## config.mk

```make
export PLATFORM = sky130hd
export DESIGN_NAME = fetch_queue
export DESIGN_NICKNAME = d
export VERILOG_FILES = /design/src/rtl/fetch_queue.sv
export SDC_FILE = /design/constraint.sdc
export NUM_CORES = 1
export LEC_CHECK = 0
export CORE_ASPECT_RATIO = 0.9
export CORE_MARGIN = 4
export CORE_UTILIZATION = 35
export CTS_BUF_LIST = sky130_fd_sc_hd__clkbuf_16
export CTS_CLUSTER_DIAMETER = 120
export CTS_CLUSTER_SIZE = 12
export DETAILED_ROUTE_END_ITERATION = 16
export SETUP_SLACK_MARGIN = 0.2
export SLEW_MARGIN = 20
export SYNTH_ARGS = -nofsm -noshare
export SYNTH_HDL_FRONTEND = slang
export SYNTH_SLANG_ARGS = --single-unit
```

## constraint.sdc

```tcl
create_clock -name clk_main -period 4.1 [get_ports clk_main]
set_clock_uncertainty 0.15 [all_clocks]
set_input_delay 0.82 -clock clk_main [delete_from_list [all_inputs] [get_ports clk_main]]
set_output_delay 0.82 -clock clk_main [all_outputs]
set_load 0.01 [all_outputs]
```

## src/rtl/fetch_queue.sv

```systemverilog
// fetch_queue: one-outstanding fetcher with prefetch FIFO; FETCH_BYPASS_EN adds an empty-queue ack bypass
module fetch_queue #(
  parameter int          DEPTH    = 2,
  parameter logic [15:0] RESET_PC = 16'h0000
) (
  input  logic        clk_main,
  input  logic        reset,
  output logic        mem_req,
  output logic [15:0] mem_addr,
  input  logic        mem_ack,
  input  logic [15:0] mem_rdata,
  input  logic        redirect,
  input  logic [15:0] redirect_addr,
  output logic        ins_valid,
  output logic [15:0] ins,
  output logic [15:0] ins_pc,
  input  logic        ins_take
);
  localparam int AW = $clog2(DEPTH);
  localparam logic [AW:0] FULL = (AW+1)'(DEPTH);
  typedef enum logic [1:0] {IDLE, REQ, DROP} state_t;
  state_t        r_state;
  logic [15:0]   r_fetch_pc, r_addr;
  logic [15:0]   r_word [DEPTH];
  logic [15:0]   r_pc   [DEPTH];
  logic [AW-1:0] r_rd, r_wr;
  logic [AW:0]   r_count, w_count_nxt;
  logic          w_enq, w_pop, w_room, w_head;
  assign mem_req  = r_state != IDLE;
  assign mem_addr = r_addr;
  assign w_head   = r_count != '0;
  assign w_pop    = ins_take && w_head && !redirect;
`ifdef FETCH_BYPASS_EN
  logic w_byp;
  assign w_byp     = !w_head && r_state == REQ && mem_ack && !redirect;
  assign w_enq     = r_state == REQ && mem_ack && !redirect && !(w_byp && ins_take);
  assign ins_valid = w_head || w_byp;
  assign ins       = w_head ? r_word[r_rd] : w_byp ? mem_rdata : '0;
  assign ins_pc    = w_head ? r_pc[r_rd]   : w_byp ? r_addr    : '0;
`else
  assign w_enq     = r_state == REQ && mem_ack && !redirect;
  assign ins_valid = w_head;
  assign ins       = w_head ? r_word[r_rd] : '0;
  assign ins_pc    = w_head ? r_pc[r_rd]   : '0;
`endif
  assign w_count_nxt = redirect ? '0 : r_count + (AW+1)'(w_enq) - (AW+1)'(w_pop);
  // room is judged on the post-enqueue/pop count so a request never outruns storage
  assign w_room = w_count_nxt < FULL;
  always_ff @(posedge clk_main) begin
    if (w_enq) begin
      r_word[r_wr] <= mem_rdata;
      r_pc[r_wr]   <= r_addr;
    end
  end
  always_ff @(posedge clk_main) begin
    if (reset) begin
      r_state    <= IDLE;
      r_fetch_pc <= RESET_PC;
      r_addr     <= RESET_PC;
      r_rd       <= '0;
      r_wr       <= '0;
      r_count    <= '0;
    end else begin
      r_count <= w_count_nxt;
      r_rd    <= redirect ? '0 : r_rd + AW'(w_pop);
      r_wr    <= redirect ? '0 : r_wr + AW'(w_enq);
      case (r_state)
        IDLE: begin
          if (redirect) begin
            r_state    <= REQ;
            r_addr     <= redirect_addr;
            r_fetch_pc <= redirect_addr;
          end else if (w_room) begin
            r_state <= REQ;
            r_addr  <= r_fetch_pc;
          end
        end
        REQ: begin
          if (redirect) begin
            r_fetch_pc <= redirect_addr;
            r_state    <= mem_ack ? REQ : DROP;
            r_addr     <= mem_ack ? redirect_addr : r_addr;
          end else if (mem_ack) begin
            r_fetch_pc <= r_addr + 16'd1;
            r_addr     <= r_addr + 16'd1;
            r_state    <= w_room ? REQ : IDLE;
          end
        end
        DROP: begin
          if (redirect) r_fetch_pc <= redirect_addr;
          if (mem_ack) begin
            r_state <= REQ;
            r_addr  <= redirect ? redirect_addr : r_fetch_pc;
          end
        end
        default: r_state <= IDLE;
      endcase
    end
  end
endmodule

```

Word-level counts from Yosys, hierarchy flattened:

Memories as Yosys holds them, arrays and structs flattened. A register that Yosys moved wholly into a read port is not among the register bits.
Cells that the tools add are included.

* register bits: 38
* latch bits: 0
* bits in writable memories: 64
* ROM bits: 0
* output and inout port bits: 50
* word-level logic and storage cells: 60
* memories: 2

* $add $sub $neg: 5
* multipliers: 0
* div/mod/pow operators: 0
* $lt $le $gt $ge: 1
* equality and inequality tests: 6
* shift operators: 0
* muxes and demuxes: 25
* bitwise operators: 0
* reduce and logical (&&, ||, !) cells: 15

Memories
* r_pc: words 2, bits a word 16, rd ports 1, clocked after memory_dff 1, wr ports 1, RTL line 25 `logic [15:0] r_pc [DEPTH];`
* r_word: words 2, bits a word 16, rd ports 1, clocked after memory_dff 1, wr ports 1, RTL line 24 `logic [15:0] r_word [DEPTH];`

Operators by type and width (count)
* $mux W16: 10
* $pmux W16 S3: 1
* $pmux W16 S2: 1
* $add A16 B1 Y16 const B: 1
* $mux W2: 7
* $ne A3 B3 Y1 const B: 2
* $pmux W2 S3: 1
* $reduce_bool A2 Y1: 3
* $mux W1: 5
* $logic_and A1 B1 Y1: 4
* $ne A2 B2 Y1 const B: 2
* $reduce_and A4 Y1: 1
* $reduce_or A2 Y1: 2
* $reduce_and A3 Y1: 1
* $reduce_bool A3 Y1: 1
* $add A1 B1 Y1: 2
* $add A2 B1 Y2: 1
* $eq A2 B1 Y1 const B: 1
* $eq A2 B2 Y1 const B: 1
* $logic_not A2 Y1: 1
* $lt A2 B2 Y1 const B: 1
* $reduce_and A2 Y1: 1
* $sub A2 B1 Y2: 1
* $logic_not A1 Y1: 1

Logic depth before layout (Yosys ltp):

* depth in word-level cells: 11
* gate-level depth with buffers: 13

Worst setup path after synthesis:

OpenSTA, ideal clock, no wires.

* kind: input to register
* start point: in redirect
* end point: reg r_addr[12], in the netlist mem_addr[12]
* arrival: 3081 ps
* data required time: 3833 ps
* path slack: 751 ps
* stages on the path: 13
* path buffers: 4
* path through: buf_2 -> buf_1 -> clkbuf_1 -> nor2_1 -> ha_1 -> inv_1 -> ha_1 -> xor3_1 -> nand2_1 -> a21oi_2 -> buf_2 -> nor2_1 -> a32o_1

* word-level cells in the longest chain between the ends: 8

Ends and longest elaborated chain
* start, declared: RTL line 12 `input logic redirect,`
* $logic_not A1 Y1: RTL line 32, 41
* $logic_and A1 B1 Y1: RTL line 41 `assign w_enq = r_state == REQ && mem_ack && !redirect;`
* $add A2 B1 Y2: RTL line 46 `assign w_count_nxt = redirect ? '0 : r_count + (AW+1)'(w_enq) - (AW+1)'(w_pop);`
* $sub A2 B1 Y2: RTL line 46
* $mux W2: RTL line 46
* $lt A2 B2 Y1: RTL line 48 `assign w_room = w_count_nxt < FULL;`
* $ne A3 B3 Y1 (no source line)
* $reduce_and A4 Y1 (no source line)
* end signal, assigned: RTL line 71 `r_addr <= redirect_addr;`
* end signal, assigned: RTL line 75 `r_addr <= r_fetch_pc;`
* end signal, assigned: RTL line 82 `r_addr <= mem_ack ? redirect_addr : r_addr;`
* end, declared: RTL line 23 `logic [15:0] r_fetch_pc, r_addr;`

Parallel ways exist; a longest one is shown, timed or not. The select of a mux whose other input is x is not followed.
A chain may end at the register's enable or synchronous reset.

Worst setup path after layout:

* start point: in redirect
* end point: reg r_addr[15], in the netlist mem_addr[15]

Same word-level chain as after synthesis.

==> run_results.csv <==
group,metric,value,unit
status,status,"complete, no violations",
yosys,synthCells,444,
placed_design,place_inst,682,
clock_tree,postCtsHoldBufs,0,
timing,hold_viol_final,0,
global_routing,antenna_found_initial,0,
clock_tree,root_buffer,"clkbuf_16",
routing,via_per_inst,5.33,
power_and_ir_drop,p_per_area,384,nW/um^2
floorplan,io_pins,87,
critical_path,rr_worst_depth,12,
cells_and_area,synthToLayoutAreaGrowth,28.1,%
hold_path,hold-path-cell-count,2,
routing,drtIter0Drc,298,
cells_and_area,instances_no_fill,698,
floorplan,fp.dieH,119,microns
critical_path,cp-startpoint,"redirect",
routing,remaining_drc_errors,0,
clock_tree,cts_tree,"built",
global_routing,grt_first_pass_wirelength,19900,microns
cells_and_area,nNetsFinal,567,
clock_tree,cts_buffer_depth,2,
routing,num_vias,3719,
yosys,ys.warnings.count,0,
routing,detail-route-antenna-nets,0,
floorplan,core,13400,sq um
global_routing,met1_usage,0.223,
power_and_ir_drop,leakage,2.11,nW
global_routing,track_usage,0.158,
critical_path,r2r-start,"r_state[1]",
clock_tree,clock_sinks,102,
global_routing,grt_overflow_total,0,
global_routing,grt_use_met3,0.0367,
placed_design,gp_congestion,0.868,
cells_and_area,fillers,1267,
timing,fmax,299,MHz
floorplan,dieArea,15600,sq um
timing,setup_violations,0,
clock_tree,postCtsSetupBuffers,0,
timing,worst_pin_slew,0.570,ns
routing,finalWirelength,12300,microns
placed_design,numPortBuffers,86,
hold_path,hp-class,"flop to flop",
clock_tree,clk_latency,0.34,ns
yosys,synthFlopType,"edfxtp_1",
yosys,synth_area,4800,sq um
critical_path,startpoint_type,"input port",
timing,setup_tns,0,ns
clock_tree,cts.htree.levels,3,
global_routing,grt_pass1_vias,3618,
floorplan,initial_core_util,0.359,
critical_path,cp_data_required_time,4.16,ns
floorplan,rows,40,
timing,maxSlewViolCount,0,
routing,drtPass1Iterations,5,
cells_and_area,n_antenna_cell,0,
yosys,synth-edff-count,64,
critical_path,r2r_slack,1.06,ns
power_and_ir_drop,worst_ir_drop_vdd,0.000178,V
timing,rsz0062_at_grt,"false",
critical_path,path_max_fanout,11,
clock_tree,cts_resized,0,
placed_design,place_ws,0.431,ns
clock_tree,numCtsBuffers,9,
critical_path,cp_data_arrival_time,3.41,ns
timing,min_period_over_period,0.816,
global_routing,grt_max_degree,39,
yosys,synthArstFlopShare,0,
timing,maxSlewHeadroom,0.618,
global_routing,gr-max-usage-layer,"met2",
clock_tree,path_clk_slew,0.07,ns
critical_path,cp-end-kind,"flop",
yosys,postSynthAreaPerCell,10.8,sq um
cells_and_area,drive_gt1_frac,0.0736,
floorplan,die_w,131,microns
timing,setup_ws,0.753,ns
global_routing,use_met2,0.245,
cells_and_area,layout_commonest_cell,"clkdlybuf4s50_1",
routing,routedWlPerCell,17.6,microns
cells_and_area,final_cell_mix,"86 x clkdlybuf4s50_1, 71 x nor2_1, 64 x edfxtp_1",
timing,min_period,3.35,ns
hold_path,min-delay-start,"r_fetch_pc[1]",
job,drv_cap,0,
yosys,ys_types,57,
critical_path,crit_type,"input port to flop",
yosys,synth-seq-area-share,0.559,
yosys,ys_ff_latch,102,
placed_design,dp_hpwl,8460,microns
yosys,synth_fp_nets,486,
## final timing paths
path,end
worst min register to register,r_fetch_pc[1]
worst max-delay path,mem_addr[15]
worst max register to register,mem_addr[15]
worst min-delay path,r_fetch_pc[1]
## state kept, by name (all words and copies together), names as in the netlist
signal	cells
r_word	32
r_pc	32
r_state	2
mem_addr	16
r_rd	1
r_wr	1
r_fetch_pc	16
r_count	2
## Yosys cell counts (5+ instances only)
master    count  area [sq um]
dfxtp_1      38           761
ha_1          5          62.6
nor2_1       72           270
xor2_1        6          52.6
nand3_1       8          40.0
o21ai_0      11          55.1
and3_1        5          31.3
xnor2_1       9          78.8
mux2i_1      37           370
o22ai_1       5          31.3
a21oi_1      27           135
clkbuf_1     19          71.3
o211ai_1      7          52.6
a211oi_1      9          67.6
nand2b_1      6          37.5
buf_2         5          25.0
nor3_1       15          75.1
inv_1         9          33.8
edfxtp_1     64          1920
nand2_1      26          97.6
## logic make-up after synthesis
logic type                 after synthesis  synth area share
xor gates and xnor gates                16            0.0323
adders and majority gates                5            0.0130
muxes                                   41            0.0866
AOI/OAI and AO/OA                       92             0.129
buffers and inverters                   36            0.0295
and+or+nand+nor                        152             0.150
DFF                                    102             0.559
## through the flow
| stage | util | total power [mW] | area (sq um) | hold WS (ns) |
|---|---|---|---|---|
| 5_1_grt | 0.460 | 2.47 | 6140 | 0.379 |
| 2_1_floorplan | - | 1.38 | 4800 | 0.300 |
| 4_1_cts | 0.460 | 2.38 | 6140 | 0.349 |
| 3_3_place_gp | 0.438 | 1.53 | 5850 | 0.315 |
| 3_5_place_dp | 0.438 | 1.53 | 5850 | 0.337 |
| 6_report | 0.460 | 2.36 | 6140 | 0.354 |
## routing by layer
layer	vias up	part of all wire
met5	-	0
met4	0	0.0059
met3	5	0.067
met2	139	0.45
met1	1780	0.48
li1	1795	-
## worst max-delay path, cell delays in order
cell and delay [ns]:
clkdlybuf4s50_1 0.59, buf_4 0.19, nor2_1 0.05, ha_1 0.28
inv_1 0.05, ha_1 0.14, xor3_1 0.25, nand2_1 0.13
a21oi_2 0.11, buf_4 0.20, a2111oi_0 0.47, nor3_1 0.12
## where the power goes
group	switching [mW]	leakage, nW	internal [mW]
Combinational	0.160	1.07	0.150
Sequential	0.0607	0.908	1.14
Clock	0.374	0.142	0.474
## area by class of cell
| class | count | area, sq um | area share |
|---|---|---|---|
| clock buffers | 9 | 225 | 0.0367 |
| clock inverters | 7 | 71.3 | 0.0116 |
| inverters | 9 | 33.8 | 0.00550 |
| multi-input cells | 306 | 1980 | 0.322 |
| flip-flops and latches | 102 | 2680 | 0.437 |
| well taps | 168 | 210 | 0.0342 |
| repair buffers | 97 | 943 | 0.154 |
(Power assumes the default switching activity.)
